[src/rtl/lau_pkg.sv]
// lau_pkg: shared types and helpers for the integer-log datapath and its request arbiter
package lau_pkg;

    typedef enum logic {SLOW, FAST} speed_t;

    typedef enum logic {EMPTY, FULL} rsp_state_t;

    function automatic int idx_w(input int n);
        return (n > 1) ? $clog2(n) : 1;
    endfunction

endpackage

[src/rtl/Log2.sv]
// Log2: combinational floor(log2(A)) via leading-one detection and index encoding; Z is 0 for A == 0
module Log2
    import lau_pkg::*;
#(
    parameter int     width = 8,
    parameter speed_t speed = FAST
) (
    input  logic [width-1:0]         i_a,
    output logic [$clog2(width)-1:0] o_z,
    output logic                     o_zero
);

    localparam int ZW = $clog2(width);

    assign o_zero = ~|i_a;

    generate
        if (speed == FAST) begin : g_fast
            // flat scan from LSB: the highest set bit overwrites last
            always_comb begin
                o_z = '0;
                for (int i = 0; i < width; i++)
                    if (i_a[i]) o_z = ZW'(i);
            end
        end else begin : g_slow
            logic w_found;
            // scan from MSB and stop at the first set bit
            always_comb begin
                o_z     = '0;
                w_found = 1'b0;
                for (int i = width - 1; i >= 0; i--)
                    if (i_a[i] && !w_found) begin
                        o_z     = ZW'(i);
                        w_found = 1'b1;
                    end
            end
        end
    endgenerate

endmodule

[src/rtl/log2_rr_arb.sv]
// log2_rr_arb: picks the first requester at or above the pointer, falling back to the lowest requester; pointer 0 gives fixed priority
module log2_rr_arb
    import lau_pkg::*;
#(
    parameter int n_req = 4
) (
    input  logic [n_req-1:0]        i_req,
    input  logic [idx_w(n_req)-1:0] i_ptr,
    output logic [n_req-1:0]        o_gnt,
    output logic [idx_w(n_req)-1:0] o_idx
);

    localparam int IW = idx_w(n_req);

    // lowest requester overall, overridden by the lowest one at or above the pointer
    always_comb begin
        o_idx = '0;
        for (int i = n_req - 1; i >= 0; i--)
            if (i_req[i]) o_idx = IW'(i);
        for (int i = n_req - 1; i >= 0; i--)
            if (i_req[i] && IW'(i) >= i_ptr) o_idx = IW'(i);
        o_gnt        = '0;
        o_gnt[o_idx] = |i_req;
    end

endmodule

[src/rtl/log2_share_arb.sv]
// log2_share_arb: shares one Log2 unit among n_req valid/ready requesters with a one-entry tagged response register.
// Define LOG2_ARB_RR_EN for round-robin arbitration; otherwise the lowest valid index always wins.
module log2_share_arb
    import lau_pkg::*;
#(
    parameter int     width = 8,
    parameter speed_t speed = FAST,
    parameter int     n_req = 4
) (
    input  logic                         clk_i,
    input  logic                         rst_ni,
    input  logic [n_req-1:0]             req_valid_i,
    input  logic [n_req-1:0][width-1:0]  req_a_i,
    output logic [n_req-1:0]             req_ready_o,
    output logic                         rsp_valid_o,
    input  logic                         rsp_ready_i,
    output logic [$clog2(width)-1:0]     rsp_z_o,
    output logic                         rsp_zero_o,
    output logic [$clog2(n_req)-1:0]     rsp_id_o
);

    localparam int ZW = $clog2(width);
    localparam int IW = idx_w(n_req);

    typedef struct packed {
        logic [ZW-1:0] z;
        logic          zero;
        logic [IW-1:0] id;
    } log2_rsp_t;

    rsp_state_t       r_state, w_state_nxt;
    log2_rsp_t        r_rsp;
    logic [n_req-1:0] w_gnt;
    logic [IW-1:0]    w_idx, w_ptr;
    logic [width-1:0] w_a;
    logic [ZW-1:0]    w_z;
    logic             w_zero, w_free, w_hs;

`ifdef LOG2_ARB_RR_EN
    logic [IW-1:0] r_ptr;

    // pointer moves one past the winner after every grant
    always_ff @(posedge clk_i or negedge rst_ni)
        if (!rst_ni) r_ptr <= '0;
        else if (w_hs) r_ptr <= (w_idx == IW'(n_req - 1)) ? '0 : w_idx + IW'(1);

    assign w_ptr = r_ptr;
`else
    assign w_ptr = '0;
`endif

    log2_rr_arb #(.n_req(n_req)) u_arb (
        .i_req (req_valid_i),
        .i_ptr (w_ptr),
        .o_gnt (w_gnt),
        .o_idx (w_idx)
    );

    // slot can take a result when empty or being popped this cycle; no grants while in reset
    assign w_free      = (r_state == EMPTY) || rsp_ready_i;
    assign req_ready_o = (rst_ni && w_free) ? w_gnt : '0;
    assign w_hs        = |req_ready_o;
    assign w_a         = req_a_i[w_idx];

    Log2 #(.width(width), .speed(speed)) u_log2 (
        .i_a    (w_a),
        .o_z    (w_z),
        .o_zero (w_zero)
    );

    // response slot occupancy
    always_ff @(posedge clk_i or negedge rst_ni)
        if (!rst_ni) r_state <= EMPTY;
        else r_state <= w_state_nxt;

    // a grant always fills the slot; otherwise a pop empties it, a stall holds it
    always_comb w_state_nxt = w_hs ? FULL : (rsp_ready_i ? EMPTY : r_state);

    // valid mirrors occupancy
    always_comb rsp_valid_o = (r_state == FULL);

    // capture result and requester tag on a handshake
    always_ff @(posedge clk_i or negedge rst_ni)
        if (!rst_ni) r_rsp <= '0;
        else if (w_hs) r_rsp <= '{z: w_z, zero: w_zero, id: w_idx};

    assign rsp_z_o    = r_rsp.z;
    assign rsp_zero_o = r_rsp.zero;
    assign rsp_id_o   = r_rsp.id;

endmodule

[config.mk]
export PLATFORM = sky130hd
export DESIGN_NAME = log2_share_arb
export DESIGN_NICKNAME = d
export VERILOG_FILES = /design/src/rtl/lau_pkg.sv /design/src/rtl/Log2.sv /design/src/rtl/log2_rr_arb.sv /design/src/rtl/log2_share_arb.sv
export SDC_FILE = /design/constraint.sdc
export NUM_CORES = 1
export LEC_CHECK = 0
export CAP_MARGIN = 20
export CORE_MARGIN = 10
export CORE_UTILIZATION = 30
export CTS_CLUSTER_DIAMETER = 200
export DETAILED_ROUTE_END_ITERATION = 16
export GPL_ROUTABILITY_DRIVEN = 1
export PLACE_DENSITY_LB_ADDON = 0.3
export SLEW_MARGIN = 0
export SYNTH_ARGS = -nofsm -noshare
export SYNTH_HDL_FRONTEND = slang
export SYNTH_SLANG_ARGS = --single-unit
[constraint.sdc]
create_clock -name clk_i -period 1.65 [get_ports clk_i]
set_clock_uncertainty 0.2 [all_clocks]
set_input_delay 0.33 -clock clk_i [delete_from_list [all_inputs] [get_ports clk_i]]
set_output_delay 0.33 -clock clk_i [all_outputs]
set_load 0.01 [all_outputs]
==> impl_summary.md, run 1 <==
STA
Setup repair after global routing could not meet its margin everywhere. The top achievable clock speed is ~550 MHz. The minimum period implied by the final worst setup slack is 1.80 ns. The measured slew at the worst slew-check pin is 0.360 ns. The number of failing setup endpoints in the final timing report is 5. The share of the clock period used by the worst path after layout is 1.09. The total count of max-transition violations in the final report is 0. Across all setup checks in the final design, the least slack found is -0.154 ns.

Across all hold checks on the routed design, the worst slack comes to between 0.15 and 0.2 ns. The number of hold-slack violations in the final timing report is 0. In this run the tightest slew margin relative to its limit is 0.760.

Worst setup path
The endpoint identified for the worst register-to-register timing path is rsp_z_o[0]. The data required time at the worst endpoint is 1.65 ns. Following the worst setup path forward leads to its endpoint at rsp_zero_o.

The cell type of the slowest stage on the worst timing path is sky130_fd_sc_hd__mux4_2. STA puts the critical path data arrival time at roughly 1.8 ns. The worst register-to-register path has a setup slack of -0.03 ns. STA classifies the critical path endpoint as a register. The worst setup path is launched from an input pin.

The worst setup path is of the in -> reg kind. The top fanout value on the critical path is 3. The maximum cell stage delay along the critical path is roughly 0.56 ns. The number of cells on the worst reg-to-reg path is 7.

The beginning of the worst register-to-register path is rsp_valid_o. Traced cell by cell, the critical path runs through buf_8 -> and2b_2 -> o21ai_4 -> mux4_2 -> nor4_4 -> a32o_1. In this run the worst setup path begins at req_valid_i[3].

Clocking
After clock tree synthesis, the clock-pin slew on the worst setup and hold paths is approximately 0.070 ns. CTS saw 7 sinks. In this run the number of H-tree levels came out at 1.

The tree is rooted in a sky130_fd_sc_hd__clkbuf_4. TritonCTS built the clock tree. The number of buffers added by the clock tree synthesis step is 3. The insertion delay of the later-clocked pin in the worst-skew pair is roughly 0.27 ns. The number of buffers on the longest clock path is 2.

GRT
The number of global-route vias before repair came to roughly 1.1k. The global-route wire length before repair is roughly 5.2 mm. The final global-route overflow total is 0. The initial antenna violation count is 0. Entering global routing, the biggest net connects 14 pins.

The overall track demand over capacity in global routing is 0.148.

Outcome
The checks that failed: setup timing. The run finished, with violations left.

Synth
The area share of the leading cell type in the synthesized netlist is 0.266. The most used standard cell by instance count after synthesis is sky130_fd_sc_hd__nor2_1. By area, the combinational part of the netlist is dominated by compound AO/OA/AOI/OAI gates. The library cell with the largest summed area after synthesis is sky130_fd_sc_hd__dfrtp_1.

The cell count after synthesis is 83. The most instantiated flip-flop cell in the synthesis netlist is sky130_fd_sc_hd__dfrtp_1. The distinct cell type count after synthesis is 36. The share of flip-flops with an asynchronous set or reset after synthesis is 1.00. The complex-gate fraction of the synthesized area is 0.355. The post-synthesis average cell area is around 7.9 um2.

After synthesis, the share of cell area in mux cells is 0.0342. In this run, synthesis inferred 0 flip-flops with an integrated enable. The cell area after technology mapping is 659 um2. Sorting the synthesized cells by how often they occur yields sky130_fd_sc_hd__nor2_1, sky130_fd_sc_hd__dfrtp_1, sky130_fd_sc_hd__nor3_1. The simple-gate share of the synthesized area is 0.298. In the post-synthesis netlist, the biggest area contributors are sky130_fd_sc_hd__dfrtp_1, sky130_fd_sc_hd__nor3_1, sky130_fd_sc_hd__nor2_1. For this run, the register share of the synthesized area comes to 0.266.

The number of synthesized register bits is 7. The count of yosys warnings during synthesis is 0. Of the total synthesized cell area, the portion taken by XOR and XNOR cells is 0. The synthesized-area fraction occupied by adder cells is 0.

The number of nets handed over by synthesis was ~120.

Route
The routed wirelength normalized by instance count is roughly 19 um. Wires add up to approximately 3.6 mm. The remaining antenna violation count after routing is 0.

The via count is just over 1k. The via density per instance is 5.54. The number of violations reported at the end of detailed-routing iteration 0 is 54.

The pre-antenna-repair detailed-routing pass consisted of 6 iterations. After detailed routing, the number of remaining DRC violations is 0.

Finish
The growth of design area from synthesis to finish is 139%. Of the cells placed in the final design, the portion with a size suffix greater than 1 is 0.434. The net count reported at finish is between 150 and 200. The final cell utilization of the core is 0.780.

The number of diodes added for antenna fixing is 0.

Power
Power spread over the standard cell area amounts to between 500 and 600 nW/um2. The power consumption is 789 uW. The standby leakage power is ~0.66 nW. Across the VDD grid, the largest voltage drop is 0.359 mV.

Placed design
The global placement routability congestion is 0.839. The count of buffers added on input and output ports is a little under 50. The estimated wirelength of the detail-placed design is 2.49 mm.

Worst hold path
In this run the worst hold path is classified as in -> async.

Floorplanning
After floorplanning, the core was divided into 16 placement rows. The number of ports placed on the die boundary is 50. The area of the die is about 4500 um2. The area of the core is a little over 2000 um2. The initial standard-cell utilization of the core is 0.326.

The die extent in y is 66.9 um. Measured along the x axis, the die boundary spans between 60 and 70 um.

Run
Max-cap violations in this run came to 0.
## worst min path at each step
stage	from	to
6_report	rst_ni	rsp_valid_o
5_1_grt	rst_ni	rsp_id_o[0]
2_1_floorplan	rst_ni	rsp_id_o[0]
3_5_place_dp	rsp_id_o[0]	rsp_id_o[0]
3_3_place_gp	rsp_id_o[0]	rsp_id_o[0]
4_1_cts	rst_ni	rsp_id_o[1]
## layer usage
metal	wire [um]	vias to the layer above	GRT usage
li1	-	470	-
met1	1300	505	0.145
met2	1950	44	0.290
met3	208	11	0.0385
met4	97	0	0.0436
met5	0	-	0
## power by group
group | total [mW] | leakage, nW | internal, mW | switching (mW)
combinational | 0.419 | 0.567 | 0.241 | 0.177
sequential | 0.203 | 0.0790 | 0.191 | 0.0123
clock | 0.167 | 0.0150 | 0.0929 | 0.0743
## cell families (layout without fill, tap and decap cells)
kind of cell / count (synthesis) / count (layout)
AND/OR/NAND/NOR: 37 / 37
AO/OA/AOI/OAI: 32 / 32
flip-flops: 7 / 7
buffers and inverters: 6 / 82
multiplexers: 1 / 1
## sequential cells by signal, indices dropped and copies added (netlist names)
name         count
rsp_z_o          3
rsp_valid_o      1
rsp_id_o         2
rsp_zero_o       1
## cells in the final DEF (no fill, tap or decap), drive strengths merged, types with 2 or more instances in the layout
| cell type | count |
|---|---|
| buf | 34 |
| clkdlybuf4s50 | 31 |
| dlygate4sd2 | 9 |
| nor2 | 8 |
| dfrtp | 7 |
| nor3 | 7 |
| o21ai | 6 |
| nand2 | 5 |
| a21oi | 5 |
| nor2b | 4 |
| nor3b | 4 |
| clkbuf | 4 |
| o22ai | 4 |
| inv | 3 |
| or2 | 2 |
| o31ai | 2 |
| o221a | 2 |
| nand2b | 2 |
| a211oi | 2 |
| o21ba | 2 |
| o221ai | 2 |
## repair_timing
action                     4_1_cts  5_1_grt
pin swaps                       17       11
hold buffers                     0        0
setup endpoints to repair       18        7
setup buffers                    8        2
resized for setup               87       11
## metrics by stage
stage | area [um2] | setup WS, ns | TNS, ns | cells
5_1_grt | 1580 | -0.193 | -0.573 | 186
4_1_cts | 1510 | -0.129 | -0.135 | 184
2_1_floorplan | 663 | -0.187 | -0.461 | 83
3_5_place_dp | 1290 | -0.807 | -7.30 | 172
6_report | 1580 | -0.154 | -0.355 | 186
3_3_place_gp | 1290 | -0.751 | -6.86 | 172
## layout make-up
cell class                 count  area (um2)
fill                         131         445
inverter                       3        11.3
multi-input combinational     70         623
clock buffer                   4        26.3
tap                           27        33.8
sequential                     7         175
timing repair buffer          75         707
## worst max-delay path, delay by kind of cell
| family | cells | cell delay (ns) |
|---|---|---|
| AOI/OAI and AO/OA | 2 | 0.35 |
| muxes | 1 | 0.56 |
| and+or+nand+nor | 2 | 0.47 |
| buffers and inverters | 1 | 0.10 |
(Power assumes the default switching activity.)
==> run 2: changes to the inputs <==
--- a/config.mk
+++ b/config.mk
@@ -6,12 +6,15 @@
 export NUM_CORES = 1
 export LEC_CHECK = 0
 export CAP_MARGIN = 20
+export CELL_PAD_IN_SITES_DETAIL_PLACEMENT = 1
+export CELL_PAD_IN_SITES_GLOBAL_PLACEMENT = 2
 export CORE_MARGIN = 10
-export CORE_UTILIZATION = 30
+export CORE_UTILIZATION = 16
 export CTS_CLUSTER_DIAMETER = 200
 export DETAILED_ROUTE_END_ITERATION = 16
 export GPL_ROUTABILITY_DRIVEN = 1
 export PLACE_DENSITY_LB_ADDON = 0.3
+export SKIP_CTS_REPAIR_TIMING = 1
 export SLEW_MARGIN = 0
 export SYNTH_ARGS = -nofsm -noshare
 export SYNTH_HDL_FRONTEND = slang
==> run 2 against run 1 <==
The flow still finishes with violations (setup timing). Power grew 6.0%. Non-clock buffer count is 3 higher. Critical path depth is the same. Critical path type unchanged. Highest routed layer unchanged.
==> impl_summary.md, run 2 (synthesis results as in run 1) <==
Floorplanning
The number of ports placed on the die boundary is 50. The die is between 80 and 90 um wide. The area of the die is 7090 um2. The total number of placement rows is 23. From bottom edge to top edge, the die measures around 84 um. The area of the core is roughly 4000 um2. The initial standard-cell utilization of the core is 0.165.

Power
The internal power of the cells totals 592 uW. The switching fraction of total power is 0.292. Power comes to around 840 uW. The worst IR drop on VDD is ~0.21 mV. The total power per unit cell area is ~530 nW/um2. The clock group share of total power is 0.294. Of the total power, registers draw 0.245.

The standby leakage power is between 0.7 and 0.8 nW. The switching power total is around 240 uW. The share of power burned in combinational logic is 0.461.

Finish
The most common library cell in the layout ignoring fill and taps is sky130_fd_sc_hd__clkdlybuf4s50_1. The net count reported at finish is 202. The post-route non-filler standard cell count is between 200 and 250.

Of the cells placed in the final design, the portion with a size suffix greater than 1 is 0.370. In the final layout, the multi-input gates occupy about 540 um2. The library cells used most frequently in the layout, excluding fill and tap cells, are sky130_fd_sc_hd__clkdlybuf4s50_1, sky130_fd_sc_hd__buf_4, sky130_fd_sc_hd__dlymetal6s2s_1. The post-layout instance area is 1560 um2. The growth of design area from synthesis to finish is 137%.

The register with the most flip-flops in the layout has 3 of them. The total of fill cells in the finished design is 452. The sequential cell area is approximately 180 um2. The number of diodes added for antenna fixing is 0.

Worst hold path
The path category of the worst min-delay check is in -> async.

Route
The first TritonRoute pass finished after 4 iterations. The via density per instance is 4.69. Summing over every cut layer, the via total after detailed routing is roughly 990.

Dividing the detail-routed wire length by the instance count gives 15.9 um. The wire length reported by the detailed router is 3.37 mm. The remaining antenna violation count after routing is 0. The number of violations reported at the end of detailed-routing iteration 0 is 27.

In the routed design, unresolved DRC markers number 0.

STA
Setup violations remaining at the end of the flow were counted as 6. The share of the clock period used by the worst path after layout is 1.14. The number of hold-slack violations in the final timing report came to 0. The worst relative slew slack is 0.719. In the post-route analysis, the smallest setup slack over all paths is -0.226 ns.

The top achievable clock speed is 533 MHz. The minimum period implied by the final worst setup slack is around 1.9 ns. Setup repair after global routing could not meet its margin everywhere. The hold slack is about 0.0066 ns. The total count of max-transition violations in the final report is 0.

At the pin with the least slew margin, the transition time is roughly 0.42 ns.

Clocking
The later pin in the worst-skew pair is clocked with a latency of roughly 0.23 ns. The clock-pin transition on the worst setup and hold timing paths is approximately 0.040 ns. The number of clock sinks is 7. The H-tree level count is 1. The clock tree from TritonCTS is built. TritonCTS created 3 clock buffers.

In this run the deepest clock path goes through 2 buffers. The cell at the root of the clock tree is sky130_fd_sc_hd__clkbuf_8.

GRT
After global routing the overflow that remains totals 0. The global-route wire length before repair is approximately 5.4 mm. The overall track demand over capacity in global routing is 0.0907. The number of global-route vias before repair was about 1.1k.

The initial antenna violation count is 0. The largest net degree at the start of global routing is 10.

Placed design
The quantity of I/O buffers inserted on ports is between 40 and 50. Once placement finished, the instance area stood at between 1000 and 1500 um2. Once placement completed, the tool counted placed cells totaling roughly 200. Routability-driven placement finished with a final weighted congestion of 0.805. Once detailed placement completed, the half-perimeter wirelength came to ~2.9 mm.

Worst setup path
Data on the critical path arrives at its endpoint at between 1.5 and 2 ns. By startpoint and endpoint, the worst setup path is classified as in -> reg. The maximum cell stage delay along the critical path is around 0.57 ns. The signal on the critical path passes through buf_8 -> and2b_2 -> o21ai_4 -> mux4_2 -> nor4_4 -> a32o_1. The capturing element type of the critical path is a register. In this run the worst path has a maximum fanout of 5. The data required time at the worst endpoint is ~1.6 ns. The cell type of the slowest stage on the worst timing path is sky130_fd_sc_hd__mux4_2. The critical path startpoint category is an input pin.

Outcome
The flow ran to the end, but the final reports show violations. The final reports fail on setup timing.

Run
The tool flagged a number of max-cap violations equal to 0.
run 2: path summary, 6_finish.rpt:
kind,slack (ns),to,start,cells after the start
max in group asynchronous,1.13,rsp_z_o[1],rst_ni,3
max,-0.23,rsp_zero_o,req_valid_i[2],6
max reg2reg,-0.03,rsp_z_o[0],rsp_valid_o,7
min in group clk_i,0.30,rsp_id_o[0],rsp_id_o[0],2
min,0.007,rsp_id_o[0],rst_ni,3
min reg2reg,0.30,rsp_id_o[0],rsp_id_o[0],2
run 2: layout make-up:
class | instances | area share
Timing Repair Buffer | 78 | 0.466
Multi-Input combinational cell | 70 | 0.346
Sequential cell | 7 | 0.112
Tap cell | 50 | 0.0400
Clock buffer | 4 | 0.0288
Inverter | 3 | 0.00720
run 2: worst max-delay path: cells and delay by family:
kind | cells | cell delay (ns)
buffers and inverters | 1 | 0.08
and+or+nand+nor | 2 | 0.52
AOI/OAI and AO/OA | 2 | 0.35
muxes | 1 | 0.57
run 2: per-layer routing:
| metal | up-vias | GRT usage | routed length, um |
|---|---|---|---|
| met5 | - | 0 | 0 |
| met4 | 0 | 0.0320 | 25 |
| met3 | 4 | 0.0290 | 205 |
| met2 | 35 | 0.156 | 1700 |
| met1 | 478 | 0.102 | 1440 |
| li1 | 477 | - | - |
run 2: power by group through the flow:
stage	clock (mW)	sequential [mW]	combinational, mW
global route	0.272	0.207	0.419
global placement	0	0.205	0.339
floorplan	0	0.213	0.117
detailed placement	0	0.207	0.344
CTS	0.256	0.204	0.345
finish	0.246	0.205	0.385
run 2: per-stage QoR:
| stage | TNS, ns | utilization | setup WS (ns) |
|---|---|---|---|
| 4_1_cts | -5.70 | 0.348 | -0.823 |
| 3_5_place_dp | -7.12 | 0.336 | -0.906 |
| 2_1_floorplan | -0.461 | - | -0.187 |
| 3_3_place_gp | -6.87 | 0.336 | -0.832 |
| 6_report | -0.626 | 0.391 | -0.226 |
| 5_1_grt | -1.07 | 0.391 | -0.254 |
==> run 3: changes to the inputs <==
--- a/config.mk
+++ b/config.mk
@@ -14,6 +14,7 @@
 export DETAILED_ROUTE_END_ITERATION = 16
 export GPL_ROUTABILITY_DRIVEN = 1
 export PLACE_DENSITY_LB_ADDON = 0.3
+export RECOVER_POWER = 100
 export SKIP_CTS_REPAIR_TIMING = 1
 export SLEW_MARGIN = 0
 export SYNTH_ARGS = -nofsm -noshare
==> run 3 against run 2 <==
Critical path depth unchanged. Design area decreased by 3.7%. Worst hold slack improved by 0.22 ns. Highest routed layer unchanged. The flow still finishes with violations (setup timing). Critical path type unchanged. Non-clock buffer count unchanged. First-iteration DRC count increased by 3.7%. Sequential share of layout area increased by 0.43 points. Cell count unchanged.
==> impl_summary.md, run 3 (synthesis results as in run 1) <==
Worst setup path
The data required time at the worst endpoint is about 1.6 ns. The number of buffers and inverters on the critical path is 1. The critical path in this run is classified as in -> reg.

Along the worst path, the maximum fanout reaches 5. The capturing element type of the critical path is a register. The cell family contributing the most delay on the critical path is multiplexers. In this run the register-to-register setup slack is -0.11 ns.

For this run, the slowest stage of the critical path takes about 0.57 ns. Traced cell by cell, the critical path runs through buf_8 -> and2b_2 -> o21ai_4 -> mux4_2 -> nor4_4 -> a32o_1. Data arrives at the worst endpoint at 1.84 ns. The slowest stage of the critical path belongs to the cell sky130_fd_sc_hd__mux4_2. The critical path startpoint category is an input pin.

Floorplanning
The number of ports placed on the die boundary is 50. In this run the horizontal extent of the chip is between 80 and 90 um. The initial standard-cell utilization of the core is 0.165.

In this run the standard cell core region covers around 4000 um2. The total number of placement rows is 23. The die covers 7090 um2.

The die extent in y is between 80 and 90 um.

STA
Across all setup checks in the final design, the least slack found is -0.226 ns. The measured slew at the worst slew-check pin is 0.420 ns. The number of hold-slack violations in the final timing report is 0. The top achievable clock speed is between 500 and 600 MHz.

Of the available clock period, the critical path in the final layout requires 1.14. Setup violations remaining at the end of the flow were counted as 6. The smallest clock period supported by the final layout is computed as about 1.9 ns. Hold timing on the final database bottoms out at a slack of roughly 0.23 ns.

Setup repair after global routing could not meet its margin everywhere. The total count of max-transition violations in the final report came to 0. Headroom to the max-slew limit came out at 0.719.

GRT
The overall track demand over capacity in global routing is 0.0907. The first global-routing pass estimated 5.38 mm of wire. The global routing usage on met2 is 0.156.

The met1 demand-to-capacity share in global routing is 0.102. Summed over all layers, the global routing overflow is 0. For this run, global-route usage on met3 was measured as 0.0290.

The number of global-route vias before repair is between 1k and 1.5k. The largest net degree at the start of global routing is 10. The busiest metal layer after global routing is met2. The initial antenna violation count is 0.

Power
Power spread over the standard cell area amounts to about 550 nW/um2. Summed over all cells, the static leakage comes to between 0.6 and 0.7 nW. Across the VDD grid, the largest voltage drop is 0.205 mV.

Worst hold path
The path category of the worst min-delay check is in -> async.

Finish
The fraction of final layout cells sized beyond drive strength 1 is 0.346. The growth of design area from synthesis to finish is 128%. The repair_antennas step left the layout with diodes totalling 0.

The net count of the finished layout is 202. Fill cells in the final layout number 460. The most common library cell in the layout ignoring fill and taps is sky130_fd_sc_hd__clkdlybuf4s50_1.

In the layout the commonest cells are sky130_fd_sc_hd__clkdlybuf4s50_1, sky130_fd_sc_hd__buf_4, sky130_fd_sc_hd__clkdlybuf4s25_1, sky130_fd_sc_hd__dfrtp_1. The register with the most flip-flops in the layout has 3 of them. The final cell utilization of the core is 0.377.

Route
The number of design rule violations left after detail routing is 0. The number of violations reported at the end of detailed-routing iteration 0 is 28. The via density per instance is 4.67.

The pre-antenna-repair detailed-routing pass consisted of 4 iterations. Summed over all layers, the routed wires come to 3.36 mm. The via count is slightly below 1k.

The count of nets left with antenna violations once routing finished came out at 0. In the final routed layout, each cell accounts on average for 15.9 um.

Placed design
The congestion estimate from routability-driven global placement came to 0.805. The estimated wirelength of the detail-placed design is 2.86 mm. During placement, the flow inserted port buffers numbering 49.

Clocking
The clock-pin transition on the worst setup and hold timing paths is approximately 0.040 ns. In this run the clock root is driven by a sky130_fd_sc_hd__clkbuf_8. TritonCTS built the clock tree. The number of clock sinks is 7. Counting along the longest clock path gives a buffer depth of 2. The number of buffers added by the clock tree synthesis step is 3. The H-tree level count is 1. At the later pin of the worst-skew pair, clock insertion delay measures 0.23 ns.

Outcome
The run finished, with violations left. The final reports fail on setup timing.

Run
Across the run, the number of max-cap violations was 0.
==> run 3: where the power goes <==
group | switching, mW | total (mW) | leakage (nW) | internal (mW)
sequential | 0.0130 | 0.205 | 0.0790 | 0.192
clock | 0.0783 | 0.246 | 0.0228 | 0.168
combinational | 0.152 | 0.371 | 0.522 | 0.219
total | 0.243 | 0.821 | 0.624 | 0.578
==> run 3: metal layers <==
layer | vias to the layer above | routed length, um
met4 | 0 | 25
met3 | 4 | 205
met2 | 35 | 1700
met5 | - | 0
li1 | 477 | -
met1 | 475 | 1430
==> run 3: worst paths after layout <==
path,startpoint,end,depth (start not counted)
setup / recovery,req_valid_i[2],rsp_zero_o,6
hold reg to reg,rsp_id_o[0],rsp_id_o[0],2
min in group clk_i,rsp_id_o[0],rsp_id_o[0],2
max in group asynchronous,rst_ni,rsp_z_o[1],3
setup reg to reg,rsp_valid_o,rsp_z_o[0],7
hold / removal,rst_ni,rsp_id_o[0],3
==> run 3: area by class of cell <==
type                    count  area, um2  area share
inverters                   3       11.3     0.00748
flip-flops and latches      7        175       0.116
well taps                  50       62.6      0.0415
multi-input cells          70        533       0.354
repair buffers             78        679       0.451
clock buffers               4       45.0      0.0299
==> run 3: worst register-to-register path, stage by stage, from the launching register on <==
cell	delay [ns]
sky130_fd_sc_hd__dfrtp_1	0.38
sky130_fd_sc_hd__nand2b_2	0.10
sky130_fd_sc_hd__buf_4	0.12
sky130_fd_sc_hd__and2_0	0.20
sky130_fd_sc_hd__o21ai_2	0.09
sky130_fd_sc_hd__buf_4	0.15
sky130_fd_sc_hd__o21ba_2	0.20
sky130_fd_sc_hd__a211o_1	0.22
==> run 3: metrics by stage <==
step / instances / setup TNS [ns] / instance area, um2 / total power [mW] / worst slack (ns)
after global routing: 212 / -1.18 / 1510 / 0.884 / -0.254
final: 212 / -0.636 / 1510 / 0.821 / -0.226
after detailed placement: 199 / -7.12 / 1350 / 0.550 / -0.906
after floorplan: 83 / -0.461 / 663 / 0.331 / -0.187
after global placement: 199 / -6.87 / 1350 / 0.544 / -0.832
after CTS: 203 / -5.70 / 1390 / 0.805 / -0.823
==> RTL edit (settings of run 3) <==
Build with the macro `LOG2_ARB_RR_EN` defined.
--- a/src/rtl/log2_share_arb.sv
+++ b/src/rtl/log2_share_arb.sv
@@ -2,2 +2,4 @@
 // Define LOG2_ARB_RR_EN for round-robin arbitration; otherwise the lowest valid index always wins.
+`define LOG2_ARB_RR_EN
+
 module log2_share_arb
Behaviour: not the same (a bounded check fails within 4 cycles, from zero or initial values and one cycle with rst_ni low).
==> RTL edit against run 3 <==
The run still ends with negative setup slack left; synthesized cell count grew 22%; total power grew to 2.7 times the old value; setup slack lost 0.45 ns; count of clock-buffer cells in the layout is 1 lower; area after synthesis up 41%; routed wire length rose by 16%; die area grew 30%; clock power is 6% higher; largest cell class is now multi-input combinational cells; design area increased by 20%; sequential cell count up 2; critical path type is now reg -> out.
==> RTL edit: results (changes against run 3) <==
| Metric | Value |
|---|---|
| Failing checks | negative setup slack |
| Placed cell count | 241 (+21%) |
| Final setup margin | -0.6727 ns (-0.4469 ns) |
| Drt first-iter violations | 15 (-46%) |
| Pre-CTS setup slack | -1.285 ns (-0.3790 ns) |
| Reported net switching power | 916.0 uW (+280%) |
| Pin slew with the least headroom to its limit | 0.5349 ns (+0.1149 ns) |
| Root cell of the clock tree | clkbuf_8 |
| Critical register-to-register path endpoint | r_ptr[0]$_DFFE_PN0P_ |
| Setup CP Type | reg -> out |
| Final Instance Count excl. Fillers | 246 (+16%) |
| Post-detailed-route wirelength per cell | 15.83 um (-0.21%) |
| Run status | complete, but fails checks |
| Post-DP HPWL | 3317 um (+16%) |
| Portion of total power attributed to combinational logic | 70.3% (+25 points) |
| Number of inserted diodes | 0 (unchanged) |
| Post-synthesis sequential area ratio | 24.26% (-2.3 points) |
| RR Startpoint | r_ptr[0]$_DFFE_PN0P_ |
| Multiplexer share of the synthesized area | 13.34% (+9.9 points) |
| Number of nets in the synthesized netlist | 144 (+18%) |
| Fillers | 636 (+38%) |
| Final hold slack | 0.2972 ns (+0.06702 ns) |
| CTS H-tree lvls | 1 (unchanged) |
| Vias in the first global route | 1277 (+18%) |
| Setup_tns | -7.707 ns (-7.071 ns) |
| Share of layout cells above drive strength 1 | 32.18% (-2.4 points) |
| Adder-cell share of the synthesized area | 5.391% (+5.4 points) |
| Dominant cells by area after synthesis | dfrtp_1 (24%), mux2i_1 (9.7%), ha_1 (5.4%), and3_1 (4.7%), nand2_1 (4.0%) |
| Mapped Avg Cell Area | 9.192 um^2 (+16%) |
| Total Nets Final | 218 (+7.9%) |
| Most frequent cells after synthesis | nand2_1 (10), dfrtp_1 (9), mux2i_1 (9) |
| Static leakage | 0.7852 nW (+26%) |
| Depth of the most critical reg-to-reg path | 9 (+2) |
| Vias after detailed routing | 1072 (+8.2%) |
| Placer Congestion | 0.7424 (-7.8%) |
| Endpoint arrival time on the critical path | 1.79 ns (-0.05 ns) |
| Fraction of the mapped netlist area in compound gates | 27.90% (-7.6 points) |
| Pin count of the biggest net entering global routing | 13 (+3) |
| Reg2Reg Setup Slack | -0.65 ns (-0.54 ns) |
| Power density normalized to cell area | 1217 nW/um^2 (+120%) |
| Crit path to | req_ready_o[1] |
| All-Layer GR Usage | 8.577% (-0.49 points) |
| Worst vdd rail ir drop | 0.2872 mV (+40%) |
| Number of failing setup endpoints in the final timing report | 13 (+7) |
| Utilization after layout | 32.37% (-5.3 points) |
| Wire length of the first global-routing pass | 6244 um (+16%) |
| Iteration count of the initial detailed-routing pass | 4 (unchanged) |
| Share of power burned in the clock network | 11.8% (-18 points) |
| Cell Area, Placed | 1679 um^2 (+25%) |
| Count of unique library cells instantiated by Yosys | 42 (+17%) |
| Hold WC Path Type | reg -> reg |
## RTL edit: layout make-up
cell class                 instances  area share [%]
multi-input combinational         87           43.41
clock buffer                       3           2.288
inverter                           3           1.040
tap                               72           4.993
clock inverter                     1          0.2774
sequential                         9           12.62
timing repair buffer              71           35.37
## RTL edit: routing by layer
metal | part of all wire, % | track usage [%] | vias up
li1 | - | - | 527
met1 | 39 | 8.822 | 505
met2 | 50 | 15.13 | 36
met3 | 11 | 4.981 | 4
met4 | 0.69 | 1.106 | 0
met5 | 0 | 0 | -
## RTL edit: critical path, stage by stage (launching register included)
cell            delay (ns)
dfrtp_2               0.45
mux2i_1               0.16
nand2_1               0.07
and3_4                0.20
buf_4                 0.15
ha_2                  0.21
and2_1                0.14
dlymetal6s2s_1        0.17
## RTL edit: cell families (layout without fill, tap and decap cells)
group,Yosys count,after routing
buffers and inverters,5,78
AO/OA/AOI/OAI,31,31
multiplexers,12,12
adder cells (fa/ha/maj),4,4
flip-flops,9,9
AND/OR/NAND/NOR,40,40
